--- src/rtl/cargador_mascara.sv ---
// Mask loader: streams N = 9 or 25 coefficients from memory into a coefficient bank.
// Optional coefficient accumulator enabled by macro CARGADOR_MASCARA_SUMA_EN.
module cargador_mascara #(
  parameter int BITS_DIRECCION_MEM = 10,
  parameter int BITS_DATOS         = 8,
  parameter int BITS_MASCARA       = 3
) (
  input  logic                          clk,
  input  logic                          reset,
  input  logic                          inicio,
  input  logic [BITS_DIRECCION_MEM-1:0] direccion_inicio,
  input  logic [BITS_MASCARA-1:0]       tamano_mascara,
  output logic [BITS_DIRECCION_MEM-1:0] mem_direccion,
  output logic                          mem_lectura,
  input  logic [BITS_DATOS-1:0]         mem_datos,
  output logic                          coef_escritura,
  output logic [4:0]                    coef_indice,
  output logic [BITS_DATOS-1:0]         coef_datos,
  output logic                          ocupado,
  output logic                          mascara_lista,
  output logic                          error_tamano,
  output logic [BITS_DATOS+4:0]         suma_coeficientes,
  output logic [1:0]                    o_estado
);

  // Handshake: a read issued in cycle c (mem_lectura=1) returns mem_datos in cycle c+1,
  // which is exactly the cycle coef_escritura is high for that read; there is no back-pressure.
  typedef enum logic [1:0] {
    REPOSO = 2'd0,
    LEER   = 2'd1,
    DRENAR = 2'd2,
    LISTO  = 2'd3
  } estado_t;

  estado_t                       r_estado;
  logic [BITS_DIRECCION_MEM-1:0] r_dir;
  logic                          r_lectura;
  logic [4:0]                    r_idx;
  logic [4:0]                    r_ultimo;
  logic                          r_escritura;
  logic [4:0]                    r_coef_idx;
  logic                          r_ocupado;
  logic                          r_lista;
  logic                          r_error;

  logic                          w_tam_ok;
  logic [4:0]                    w_ultimo;

  assign w_tam_ok = (tamano_mascara == BITS_MASCARA'(3)) ||
                    (tamano_mascara == BITS_MASCARA'(5));
  assign w_ultimo = (tamano_mascara == BITS_MASCARA'(5)) ? 5'd24 : 5'd8;

  always_ff @(posedge clk) begin
    if (reset) begin
      r_estado    <= REPOSO;
      r_dir       <= '0;
      r_lectura   <= 1'b0;
      r_idx       <= '0;
      r_ultimo    <= '0;
      r_escritura <= 1'b0;
      r_coef_idx  <= '0;
      r_ocupado   <= 1'b0;
      r_lista     <= 1'b0;
      r_error     <= 1'b0;
    end else begin
      r_error     <= 1'b0;
      r_escritura <= 1'b0;
      r_coef_idx  <= '0;
      if (inicio) begin
        // A new request always wins; the write of the read in flight is dropped.
        if (w_tam_ok) begin
          r_estado  <= LEER;
          r_dir     <= direccion_inicio;
          r_lectura <= 1'b1;
          r_idx     <= '0;
          r_ultimo  <= w_ultimo;
          r_ocupado <= 1'b1;
          r_lista   <= 1'b0;
        end else begin
          r_estado  <= REPOSO;
          r_lectura <= 1'b0;
          r_ocupado <= 1'b0;
          r_lista   <= 1'b0;
          r_error   <= 1'b1;
        end
      end else begin
        r_escritura <= r_lectura;
        r_coef_idx  <= r_lectura ? r_idx : 5'd0;
        case (r_estado)
          LEER: begin
            if (r_idx == r_ultimo) begin
              r_lectura <= 1'b0;
              r_estado  <= DRENAR;
            end else begin
              r_idx <= r_idx + 5'd1;
              r_dir <= r_dir + 1'b1;
            end
          end
          DRENAR: begin
            r_estado  <= LISTO;
            r_ocupado <= 1'b0;
            r_lista   <= 1'b1;
          end
          default: begin
          end
        endcase
      end
    end
  end

  assign mem_direccion  = r_dir;
  assign mem_lectura    = r_lectura;
  assign coef_escritura = r_escritura;
  assign coef_indice    = r_coef_idx;
  assign coef_datos     = mem_datos;
  assign ocupado        = r_ocupado;
  assign mascara_lista  = r_lista;
  assign error_tamano   = r_error;
  assign o_estado       = r_estado;

`ifdef CARGADOR_MASCARA_SUMA_EN
  logic [BITS_DATOS+4:0] r_suma;

  // The last write lands on the same edge mascara_lista rises, so the total is valid with it.
  always_ff @(posedge clk) begin
    if (reset) begin
      r_suma <= '0;
    end else if (inicio && w_tam_ok) begin
      r_suma <= '0;
    end else if (r_escritura) begin
      r_suma <= r_suma + {5'd0, mem_datos};
    end
  end

  assign suma_coeficientes = r_suma;
`else
  assign suma_coeficientes = '0;
`endif

endmodule

--- config.mk ---
export PLATFORM = sky130hd
export DESIGN_NAME = cargador_mascara
export DESIGN_NICKNAME = d
export VERILOG_FILES = /design/src/rtl/cargador_mascara.sv
export SDC_FILE = /design/constraint.sdc
export NUM_CORES = 1
export LEC_CHECK = 0
export CAP_MARGIN = 20
export CORE_MARGIN = 4
export CORE_UTILIZATION = 35
export DETAILED_ROUTE_END_ITERATION = 8
export PLACE_DENSITY = 0.67
export SYNTH_ARGS = -nofsm -noshare
export SYNTH_HDL_FRONTEND = slang
export SYNTH_SLANG_ARGS = --single-unit
--- constraint.sdc ---
create_clock -name clk -period 4.2 [get_ports clk]
set_input_delay 0.84 -clock clk [delete_from_list [all_inputs] [get_ports clk]]
set_output_delay 0.84 -clock clk [all_outputs]
set_load 0.05 [all_outputs]
Word-level counts from Yosys, hierarchy flattened
Index checks and enable logic that the tools add are counted.

cells by class
  add/subtract/negate cells = 2
  equal/unequal tests = 8
  mux-type cells = 20
  bitwise operators = 2
  reductions and logical operators = 12

operators by type and width
  operator                                                                  number
  10-bit 2-to-1 mux                                                         4
  5-bit 2-to-1 mux                                                          5
  10-bit by 1-bit adder with 10-bit output (second input constant)          1
  1-bit 2-to-1 mux                                                          8
  2-bit AND reduction                                                       3
  2-bit nonzero test                                                        3
  5-bit by 1-bit adder with 5-bit output (second input constant)            1
  5-bit equality test                                                       1
  2-bit 2-to-1 mux                                                          2
  2-bit one-hot mux with 2 select lines                                     1
  2-bit OR reduction                                                        2
  3-bit by 2-bit equality test with 1-bit output (second input constant)    1
  3-bit equality test (second input constant)                               1
  3-bit inequality test (second input constant)                             1
  3-bit AND reduction                                                       1
  3-bit nonzero test                                                        1
  3-bit OR reduction                                                        1
  2-bit by 1-bit equality test with 1-bit output (second input constant)    1
  2-bit equality test (second input constant)                               1
  2-bit by 1-bit inequality test with 1-bit output (second input constant)  1
  2-bit inequality test (second input constant)                             1
  1-bit NOT                                                                 2
  1-bit logical OR                                                          1

storage, ports and cells
  flip-flop bits (word level) = 32
  input port bits = 24
  output and inout bits = 43
  logic and storage cells = 54

Depth between registers and ports, before layout
  word-level depth = 4
  depth in mapped cells = 7
  mapped depth without buffers = 6

Least setup slack after synthesis
No wires, ideal clock.

  path type = input port to output port
  start = input mem_datos[0]
  end = output coef_datos[0]
  data arrival time = 1,010 ps
  data required time = 3,360 ps
  path slack = 2,350 ps
  stages = 1
  buffers on the path = 1
  cells stage by stage = buf_4

RTL lines
  what         line  RTL
  from (decl)  15    input logic [BITS_DATOS-1:0] mem_datos,
  to (decl)    18    output logic [BITS_DATOS-1:0] coef_datos,

No word-level cell between the ends.

Worst setup path after layout
  start = input inicio
  end = register r_dir[9] (netlist: mem_direccion[9])

between the ends
  cells in the longest elaborated chain, start to end = 2
  elaborated cells between the ends (all ways) = 5
  classes of those cells = eq/ne: 2; mux: 1; reduce/logical: 2

RTL lines
  what                                                                                       line  RTL
  from (decl)                                                                                10    input logic inicio,
  2-bit by 1-bit inequality test with 1-bit output (no source line) (tied with other cells)  -
  3-bit AND reduction (no source line)                                                       -
  to (signal assigned)                                                                       73    r_dir <= direccion_inicio;
  to (signal assigned)                                                                       96    r_dir <= r_dir + 1'b1;
  to (decl)                                                                                  36    logic [BITS_DIRECCION_MEM-1:0] r_dir;

Parallel ways exist; a longest one is shown, timed or not.
A chain may end at the register's enable or synchronous reset.

==> results by group <==
Run status
  • Status: complete, no violations

Yosys
  • Area contributors post-synth: dfxtp_1 (36%), buf_4 (10%), a21oi_1 (5.3%), o32ai_1 (3.8%), nand2b_1 (3.1%)
  • Synth area leader: dfxtp_1
  • List of most frequent post-synthesis cells: dfxtp_1 (29), buf_4 (22), a21oi_1 (17)
  • Gate count of the mapped netlist: 186
  • Synth Cell Area: 1600 µm²
  • Sequential fraction of the synthesis area: 36.2%
  • Most frequent cell after synthesis: dfxtp_1
  • Top-area cell type share of the netlist area: 36.3%
  • Yosys cell types: 48
  • Synth warnings: 0
  • Mean post-synth cell area: 8.61 µm²
  • Share of flip-flops with an asynchronous set or reset: 0%
  • Ys flop type: dfxtp_1
  • Post-synth EDFFs: 0
  • #FFs+latches synth: 29

GRT
  • Pin count of the biggest net entering global routing: 22
  • Routing usage on met1: 19.0%
  • Number of global-route vias before repair: 1275
  • First-pass GRT wire length: 6060 µm
  • GR Layer Usage met2: 19.8%
  • Gr busiest metal: met2
  • Met3 usage: 5.15%
  • Total GRT Usage: 13.9%
  • Initial antenna violation count: 0
  • Gr ovfl total: 0

Critical path
  • Crit path DAT: 2.71 ns
  • R2R cell count: 7
  • Worst path slowest cell: clkdlybuf4s50_1
  • Worst path top cell family by delay: buffers and inverters
  • Crit. End Element: flop
  • Worst setup SP type: input port
  • CP max FO: 21
  • Worst Path Buf+Inv: 2
  • Crit Path Class: in2reg
  • Worst path required time: 4.38 ns
  • Crit path cell chain: clkdlybuf4s50_1 > buf_4 > and3_1 > nor2_2 > o32ai_1
  • CP Depth: 5
  • Largest stage delay on the critical path: 0.80 ns

Drt
  • Routed length per instance: 13.9 µm
  • Vias/cell: 5.21
  • Drt first pass iters: 4
  • Post-Route WL: 3710 µm
  • Antenna Nets Post-Route: 0
  • Initial DRC Count: 68
  • DRC errors left: 0
  • Vias: 1391

Floorplan
  • Number of cell rows: 24
  • Die area: 5720 µm²
  • Die height: 75.6 µm
  • DIE WIDTH: 75.6 µm
  • Initial Util: 36.5%
  • Core ar.: 4380 µm²
  • Ports: 67

Hold path
  • Worst hold stages: 2
  • Hold WC Path Type: reg2reg

Timing
  • Rel. slew slack: 62.2%
  • Skew final: 0.00524 ns
  • RSZ-0062 raised after global routing: no
  • Count of pins over their slew limit: 0
  • Fin. Hold Viols: 0
  • Final setup margin: 1.67 ns
  • Final setup vio count: 0
  • Slew of the pin with the lowest slew margin: 0.565 ns
  • Final period util: 60.3%
  • Total Negative Setup Slacks: 0 ns
  • Tmin final: 2.53 ns
  • F_max: 395 MHz

Power and ir drop
  • PwrDens: 315 nW/µm²
  • Worst vdd ir: 121 µV
  • P_leak: 0.721 nW

Finish
  • Fraction of layout cells with a size suffix above 1: 8.37%
  • Area grow syn2layout: 23.9%
  • # nets final: 241
  • Final instance area: 1980 µm²
  • Antenna diode count: 0

CTS
  • Worst skew pair latency: 0.28 ns
  • CTS sink cnt: 29
  • CTS tree: yes
  • Clock transition at the registers of the reported paths: 0.06 ns
  • Max clock buf depth: 2
  • H-tree depth: 2
  • Post-cts resize count: 0
  • Hold Buf Count CTS: 0
  • Root Buffer: clkbuf_8
  • CTS Buf Count: 5
  • Postcts setup bufs: 0

Placement
  • Area after DPL: 1900 µm²
  • Buffers added on ports: 37
  • Detailed placement HPWL: 2690 µm
  • GP Congestion: 0.814
  • Placement Setup Slack: 1.39 ns

Flow run
  • Max cap viols: 0
-- per-stage QoR --
stage	util, %	hold slack [ns]	instances	power [mW]
after floorplan	-	0.461	198	0.406
after global placement	43.4	0.484	259	0.412
after detailed placement	43.4	0.487	259	0.412
after CTS	45.3	0.501	267	0.632
after global routing	45.3	0.529	267	0.655
final	45.3	0.496	267	0.625
-- cells by family (layout without fill, tap and decap cells) --
group | count (synthesis) | count (layout) | synth area share [%]
AO/OA/AOI/OAI | 54 | 54 | 24.1
multiplexers | 1 | 1 | 0.625
flip-flops | 29 | 29 | 36.3
buffers and inverters | 38 | 55 | 14.3
other | 1 | 13 | 0.234
adder cells (fa/ha/maj) | 3 | 3 | 2.34
AND/OR/NAND/NOR | 57 | 57 | 20.5
XOR/XNOR | 3 | 3 | 1.64
-- area by class of cell --
type                    instances  area [µm²]
inverters                       7        26.3
well taps                      52        65.1
multi-input cells             131         837
repair buffers                 40         393
clock buffers                   6        72.6
flip-flops and latches         29         581
fillers                       439        2400
clock inverters                 2        10.0
-- worst register-to-register path: cells and delay by family (launching register included) --
family,cells,cell delay [ns]
compound gates,2,0.53
flops,1,0.34
fa+ha+maj,1,0.20
buf+inv,2,0.36
simple gates,2,0.21
-- layer usage --
layer	share of wire, %	vias to the layer above
met5	0	-
met4	1.6	0
met3	8.1	6
met2	44	45
met1	47	635
li1	-	705
-- registers in the layout, indices dropped and copies added (netlist names) --
signal          flops
mascara_lista       1
o_estado            2
mem_direccion      10
coef_indice         5
error_tamano        1
coef_escritura      1
r_idx               5
mem_lectura         1
ocupado             1
r_ultimo            2
-- power by group --
part           switching [mW]  internal, mW
registers             0.00784         0.282
clock network           0.105         0.114
logic                  0.0784        0.0376
-- worst paths after layout --
path | startpoint | slack, ns | endpoint
worst max-delay path | inicio | 1.67 | mem_direccion[9]
worst min-delay path | r_ultimo[3] | 0.50 | r_ultimo[3]
worst max register to register | r_idx[0] | 2.47 | r_idx[3]
worst min register to register | r_ultimo[3] | 0.50 | r_ultimo[3]
-- placed cells by master (no fill, tap or decap), types with 3 or more instances in the layout --
cell             netlist  routed
conb_1                 1      13
xor2_1                 3       3
nand2_1                6       6
o21ai_0                3       3
dfxtp_1               29      29
buf_4                 22       3
inv_1                  6       6
a22oi_1                6       6
nor3_1                 7       7
clkbuf_8               0       5
clkdlybuf4s50_1        0      37
o32ai_1                7       7
and2_1                 5       5
o22ai_1                3       3
ha_1                   3       3
nor2_1                 9       9
a21oi_1               17      17
nand3_1                6       6
nand2b_1               8       8
No activity file was read; power rests on OpenSTA's default activity.
